--- src/rtl/led_pwm_driver_if.sv ---
// IO-bus side of the LED PWM driver: LED word, brightness register write port, pin drive.
interface led_pwm_driver_if;
  logic [23:0] leds_in;
  logic        brightCtrl;
  logic        ioWrite;
  logic [15:0] write_data;
  logic [23:0] led_pins;
  logic        period_start;

  modport master (
    output leds_in, brightCtrl, ioWrite, write_data,
    input  led_pins, period_start
  );

  modport slave (
    input  leds_in, brightCtrl, ioWrite, write_data,
    output led_pins, period_start
  );
endinterface

--- src/rtl/led_pwm_driver.sv ---
// Drives the board LED pins with global PWM brightness and optional blink; brightness/blink
// settings are double-buffered and only take effect at PWM period boundaries.
module led_pwm_driver #(
  parameter int unsigned PWM_BITS      = 8,
  parameter int unsigned PRESCALE      = 100,
  parameter int unsigned BLINK_PERIODS = 256
) (
  input  logic             clock,
  input  logic             reset,
  led_pwm_driver_if.slave  bus
);

  localparam int unsigned PS_W = (PRESCALE > 1) ? $clog2(PRESCALE) : 1;
  localparam int unsigned BL_W = (BLINK_PERIODS > 1) ? $clog2(BLINK_PERIODS) : 1;
  localparam logic [PS_W-1:0]     PS_MAX  = PS_W'(PRESCALE - 1);
  localparam logic [BL_W-1:0]     BL_MAX  = BL_W'(BLINK_PERIODS - 1);
  localparam logic [PWM_BITS-1:0] CNT_MAX = '1;

  logic [PS_W-1:0]     prescaler;
  logic [PWM_BITS-1:0] pwm_cnt;
  logic [BL_W-1:0]     blink_cnt;
  logic                blink_phase;
  logic [PWM_BITS-1:0] pending_duty;
  logic [PWM_BITS-1:0] active_duty;
  logic                pending_blink;
  logic                active_blink;

  logic tick_c;
  logic boundary_c;
  logic write_c;
  logic pwm_on_c;
  logic blink_on_c;
  logic unused_c;

  // Timing strobes and the combined LED enable for the current cycle
  always_comb begin
    tick_c     = 1'b0;
    boundary_c = 1'b0;
    write_c    = 1'b0;
    pwm_on_c   = 1'b0;
    blink_on_c = 1'b1;
    tick_c     = (prescaler == PS_MAX);
    boundary_c = tick_c && (pwm_cnt == CNT_MAX);
    write_c    = bus.brightCtrl && bus.ioWrite;
    pwm_on_c   = (active_duty == CNT_MAX) ? 1'b1 : (pwm_cnt < active_duty);
    blink_on_c = active_blink ? blink_phase : 1'b1;
  end

  // Only duty bits and bit 8 of write_data carry meaning
  assign unused_c = ^bus.write_data;

  // Prescaler and PWM period counter
  always_ff @(posedge clock or posedge reset) begin
    if (reset) begin
      prescaler <= '0;
      pwm_cnt   <= '0;
    end else begin
      prescaler <= tick_c ? '0 : prescaler + PS_W'(1);
      if (tick_c) pwm_cnt <= pwm_cnt + PWM_BITS'(1);
    end
  end

  // Blink phase toggles every BLINK_PERIODS boundaries, independent of blink enable
  always_ff @(posedge clock or posedge reset) begin
    if (reset) begin
      blink_cnt   <= '0;
      blink_phase <= 1'b1;
    end else if (boundary_c) begin
      if (blink_cnt == BL_MAX) begin
        blink_cnt   <= '0;
        blink_phase <= ~blink_phase;
      end else begin
        blink_cnt <= blink_cnt + BL_W'(1);
      end
    end
  end

  // Double-buffered settings: a write racing the boundary lands in pending only
  always_ff @(posedge clock or posedge reset) begin
    if (reset) begin
      pending_duty  <= '1;
      pending_blink <= 1'b0;
      active_duty   <= '1;
      active_blink  <= 1'b0;
    end else begin
      if (write_c) begin
        pending_duty  <= bus.write_data[PWM_BITS-1:0];
        pending_blink <= bus.write_data[8];
      end
      if (boundary_c) begin
        active_duty  <= pending_duty;
        active_blink <= pending_blink;
      end
    end
  end

  // Registered pin drive and commit-point pulse
  always_ff @(posedge clock or posedge reset) begin
    if (reset) begin
      bus.led_pins     <= '0;
      bus.period_start <= 1'b0;
    end else begin
      bus.led_pins     <= bus.leds_in & {24{pwm_on_c & blink_on_c}};
      bus.period_start <= boundary_c;
    end
  end

endmodule
--- src/flat_wrapper.sv ---
// flat-port wrapper written by rule: the top's interface ports become plain ports
module led_pwm_driver_flat 
#(
  parameter int unsigned PWM_BITS      = 8,
  parameter int unsigned PRESCALE      = 100,
  parameter int unsigned BLINK_PERIODS = 256
)
  (clock, reset, bus_leds_in, bus_brightCtrl, bus_ioWrite, bus_write_data, bus_led_pins, bus_period_start);
  led_pwm_driver_if bus_i ();
  input  logic clock;
  input  logic reset;
  input wire logic [$bits(bus_i.leds_in)-1:0] bus_leds_in;
  input wire logic [$bits(bus_i.brightCtrl)-1:0] bus_brightCtrl;
  input wire logic [$bits(bus_i.ioWrite)-1:0] bus_ioWrite;
  input wire logic [$bits(bus_i.write_data)-1:0] bus_write_data;
  output wire logic [$bits(bus_i.led_pins)-1:0] bus_led_pins;
  output wire logic [$bits(bus_i.period_start)-1:0] bus_period_start;
  assign bus_i.leds_in = bus_leds_in;
  assign bus_i.brightCtrl = bus_brightCtrl;
  assign bus_i.ioWrite = bus_ioWrite;
  assign bus_i.write_data = bus_write_data;
  assign bus_led_pins = bus_i.led_pins;
  assign bus_period_start = bus_i.period_start;
  led_pwm_driver #(.PWM_BITS(PWM_BITS), .PRESCALE(PRESCALE), .BLINK_PERIODS(BLINK_PERIODS)) u_core (.clock(clock), .reset(reset), .bus(bus_i));
endmodule
--- config.mk ---
export PLATFORM = sky130hd
export DESIGN_NAME = led_pwm_driver_flat
export DESIGN_NICKNAME = d
export VERILOG_FILES = /design/src/rtl/led_pwm_driver_if.sv /design/src/rtl/led_pwm_driver.sv /design/src/flat_wrapper.sv
export SDC_FILE = /design/constraint.sdc
export NUM_CORES = 1
export LEC_CHECK = 0
export BUFFER_PORTS_ARGS = -buffer_cell sky130_fd_sc_hd__buf_2
export CAP_MARGIN = 30
export CORE_MARGIN = 4
export CORE_UTILIZATION = 45
export CTS_CLUSTER_DIAMETER = 120
export DETAILED_ROUTE_END_ITERATION = 7
export GPL_TIMING_DRIVEN = 0
export PLACE_DENSITY = 0.68
export SYNTH_ARGS = -nofsm -noshare
export SYNTH_HDL_FRONTEND = slang
export SYNTH_SLANG_ARGS = --single-unit
--- constraint.sdc ---
create_clock -name clock -period 2.5 [get_ports clock]
set_input_delay 0.25 -clock clock [delete_from_list [all_inputs] [get_ports clock]]
set_output_delay 0.25 -clock clock [all_outputs]
set_load 0.01 [all_outputs]
---- Word-level counts from Yosys, hierarchy flattened ----
Index checks and enable logic that the tools add are counted.
word-level totals
  register bits ........................... 67
  input port bits ......................... 44
  output and inout bits ................... 25
operators by class
  $add $sub $neg .......................... 3
  $lt $le $gt $ge ......................... 1
  eq/ne operators ......................... 4
  multiplexer cells ....................... 4
  bitwise gates (word level) .............. 3
  reductions and logical operators ........ 3
operators by type and width
  operator                                                       number
  24-bit AND                                                     1
  8-bit == test, second input constant                           3
  8-bit by 1-bit adder with 8-bit output, second input constant  2
  8-bit less-than comparator                                     1
  8-bit 2-to-1 mux                                               1
  7-bit by 1-bit adder with 7-bit output, second input constant  1
  7-bit == test, second input constant                           1
  7-bit 2-to-1 mux                                               1
  1-bit logical AND                                              2
  1-bit 2-to-1 mux                                               2
  2-bit AND reduction                                            1
  1-bit AND                                                      1
  1-bit inverter                                                 1

---- Depth between registers and ports, before layout ----
  word-level depth ........................ 4
  depth in mapped cells ................... 7

---- Worst setup path before layout ----
Ideal clock, no wire load.
  path type ............................... register to register
  start ................................... register u_core.active_duty[7]
  end ..................................... register u_core.bus.led_pins[10]
  setup time .............................. 129 ps
  arrival ................................. 1649 ps
  setup slack ............................. 722 ps
  cell stages (with the launch flop) ...... 7
  buffers on the path ..................... 1
  cell sequence ........................... dfstp_2 > inv_1 > ha_1 > nand4_1 > nor4_4 > buf_6 > nor3_2
between the ends
  longest elaborated chain between the ends .. 4
RTL lines
  what                                                         RTL line                 RTL
  start: declaration                                           led_pwm_driver.sv:24     logic [PWM_BITS-1:0] active_duty;
  start signal: assignment                                     led_pwm_driver.sv:91     active_duty <= pending_duty;
  8-bit less-than comparator or 8-bit == test (tied branches)  led_pwm_driver.sv:45     pwm_on_c = (active_duty == CNT_MAX) ? 1'b1 : (pwm_cnt < active_duty);
  1-bit 2-to-1 mux (*)                                         led_pwm_driver.sv:45
  1-bit AND (*)                                                led_pwm_driver.sv:103    bus.led_pins <= bus.leds_in & {24{pwm_on_c & blink_on_c}};
  24-bit AND (*)                                               led_pwm_driver.sv:103
  end signal: assignment                                       led_pwm_driver.sv:103
  end: declaration                                             led_pwm_driver_if.sv:17  output led_pins, period_start
Every way passes the cells marked *; elsewhere a longest branch is shown, timed or not.
A chain may end at the register's enable or synchronous reset.

---- Worst setup path after layout ----
  start ................................... register u_core.active_duty[7]
  end ..................................... register u_core.bus.led_pins[14]
The elaborated chain is that of the path after synthesis.

==> impl_metrics.yaml <==
grt:
  grt_antenna_before_repair: 0
  overflow: 0
  met2_usage_pct: 25.3
  globalRoute.busiestLayer: "met2"
  grt_pass1_vias: 2235
  use_met3_pct: 8.43
  grt.met1_usage_pct: 17.9
  grt_max_degree: 36
  grtUsageTotal_pct: 15.6
  grt_pass1_wl_um: 10200
timing:
  setup_violations: 0
  worstMarginPinSlew_ns: 0.734
  drv_slew: 0
  fin_crit_sh_pct: 85.2
  fin_skew_ns: 0.00904
  period_needed_ns: 2.13
  slew_headroom_pct: 51.0
  rsz0062_at_grt: "false"
  layout_setup_ws_ns: 0.369
  hold_slack_ns: 0.0375
  fmax_mhz: 469
  hold_violations: 0
synthesis:
  synth-seq-cells: 67
  synth_warnings: 0
  syn_avg_cell_area_um2: 11.8
  synth_cells: 256
  synth_area_leader_cell: "dfrtp_1"
  synth_edf_count: 0
  synth.area.top_cells: "dfrtp_1 (41%), dfstp_2 (15%), nor3_2 (6.6%)"
  syn_area_um2: 3030
  ys.flop_type: "dfrtp_1"
  syn_nets: 310
  async_reset_ff_share_pct: 100
  synth.distinct_cells: 42
  synth_seq_area_share_pct: 56.0
  yosysTopAreaCellShare_pct: 41.3
worst_setup_path:
  path_max_fanout: 10
  cp.required_ns: 2.71
  r2r_cells: 6
  cp.arrival_ns: 2.34
  regToRegEndpoint: "u_core.bus.led_pins[14]$_DFF_PP0_"
  end_kind: "flip-flop"
  path_class: "flip-flop to flip-flop"
  r2r_start: "u_core.active_duty[7]$_DFFE_PP1P_"
  ff2ff_setup_slack_ns: 0.37
  start_kind: "flip-flop"
clock_tree:
  cts_root_buf: "clkbuf_8"
  postCtsResizedCells: 0
  cts.sinks: 67
  clock_latency_ns: 0.33
  clkTransAtPathRegs_ns: 0.07
  htreeDepth: 3
  cts.hold.buffers_added: 0
  cts_tree: "done"
  cts_setup_buffers: 0
  numCtsBuffers: 9
  cts_buffer_depth: 2
placed_design:
  port_buffers: 61
  place_congestion: 0.786
  hpwlAfterDp_um: 4160
  pre_cts_ws_ns: 0.360
route:
  antenna_left: 0
  drt-vias-per-instance: 5.10
  routedWlPerCell_um: 13.8
  drtIter0Drc: 46
  drc: 0
  dr.pass1.iters: 4
  finalWirelength_um: 5680
  dr_total_vias: 2098
power_and_ir_drop:
  power_leakage_nw: 1.80
  power.total_mw: 2.19
  p_per_area_nw_per_um2: 597
  ir_worst_vdd_v: 0.000325
cells_and_area:
  nNetsFinal: 383
  final_common_cell: "buf_2"
  syn2layout_area_growth_pct: 21.1
  layout_common_cells: "buf_2 (64), dfrtp_1 (50), nand2_1 (46)"
  drive_above_1_share_pct: 41.9
  antenna_cells: 0
flow_run:
  cap_violations: 0
worst_hold_path:
  hp-class: "input pin to asynchronous set/reset pin"
floorplanning:
  ios: 69
  die_height_um: 90.1
  start_util_pct: 46.9
  chipWidth_um: 90.1
  die_area_um2: 8110
  num_rows: 29
  core-area_um2: 6460
run_status:
  status: "completed"
[state kept, by name, indices dropped and copies added (netlist names)]
register	flops
u_core.pending_duty	8
u_core.blink_cnt	8
u_core.pwm_cnt	8
u_core.active_duty	8
u_core.pending_blink	1
u_core.prescaler	7
u_core.active_blink	1
u_core.bus.period_start	1
u_core.blink_phase	1
u_core.bus.led_pins	24
[layer usage]
layer	part of all wire (%)	routed length, µm	vias to the layer above
met4	1.1	61	0
met3	9.9	561	5
met2	47	2680	63
met1	42	2380	1005
li1	-	-	1025
met5	0	0	-
[cell usage after synthesis (4+ instances only)]
master and n:
o21ai_0 11, nand2_1 46, xor2_1 4, nand3_1 5
dfrtp_1 50, nand4_1 11, xnor2_1 11, mux2_2 10
nor3_2 20, nor3_1 4, inv_1 8, dfstp_2 17
nor2_1 7, ha_1 10
[worst max-delay path by stage]
stage / slack, ns / cells past startpoint / end / startpoint
floorplan: 0.59 / 1 / u_core.active_blink$_DFFE_PP0P_ / reset
global placement: -0.21 / 2 / u_core.blink_cnt[5]$_DFFE_PP0P_ / reset
finish: 0.37 / 6 / u_core.bus.led_pins[14]$_DFF_PP0_ / u_core.active_duty[7]$_DFFE_PP1P_
detailed placement: 0.36 / 6 / u_core.bus.led_pins[14]$_DFF_PP0_ / u_core.active_duty[7]$_DFFE_PP1P_
CTS: 0.34 / 6 / u_core.bus.led_pins[14]$_DFF_PP0_ / u_core.active_duty[7]$_DFFE_PP1P_
global route: 0.17 / 6 / u_core.bus.led_pins[10]$_DFF_PP0_ / u_core.active_duty[7]$_DFFE_PP1P_
[final cells by class]
| cell class | count | area (µm²) |
|---|---|---|
| buffer | 10 | 67.6 |
| clock buffer | 11 | 141 |
| clock inverter | 5 | 76.3 |
| fill | 568 | 2790 |
| inverter | 9 | 36.3 |
| multi-input combinational | 170 | 1230 |
| sequential | 67 | 1700 |
| tap | 77 | 96.3 |
| timing repair buffer | 62 | 325 |
[cells by family after synthesis]
family | after synthesis | share of synthesized area [%]
compound gates | 22 | 4.83
xor+xnor | 15 | 4.34
fa+ha+maj | 10 | 4.13
buf+inv | 19 | 3.43
flops | 67 | 56.0
mux | 11 | 4.05
simple gates | 112 | 23.2
[critical path: stages (launching register included)]
cell and delay [ns]:
dfstp_2 0.53, inv_1 0.05, ha_1 0.33, nand3_1 0.08, a31oi_1 0.54, buf_2 0.39, nor3_2 0.09
[report_power, final]
group	internal, mW	switching [mW]	total, mW
Sequential	1.12	0.0110	1.13
Combinational	0.0445	0.0434	0.0880
Clock	0.584	0.387	0.971
[metrics by stage]
step	area (µm²)	std cells	utilization (%)	setup TNS, ns
2_1_floorplan	3030	256	-	0
3_3_place_gp	3430	394	53.1	-10.10
3_5_place_dp	3450	395	53.4	0
4_1_cts	3670	411	56.8	0
5_1_grt	3670	411	56.8	0
6_report	3670	411	56.8	0
(Power assumes the default switching activity.)
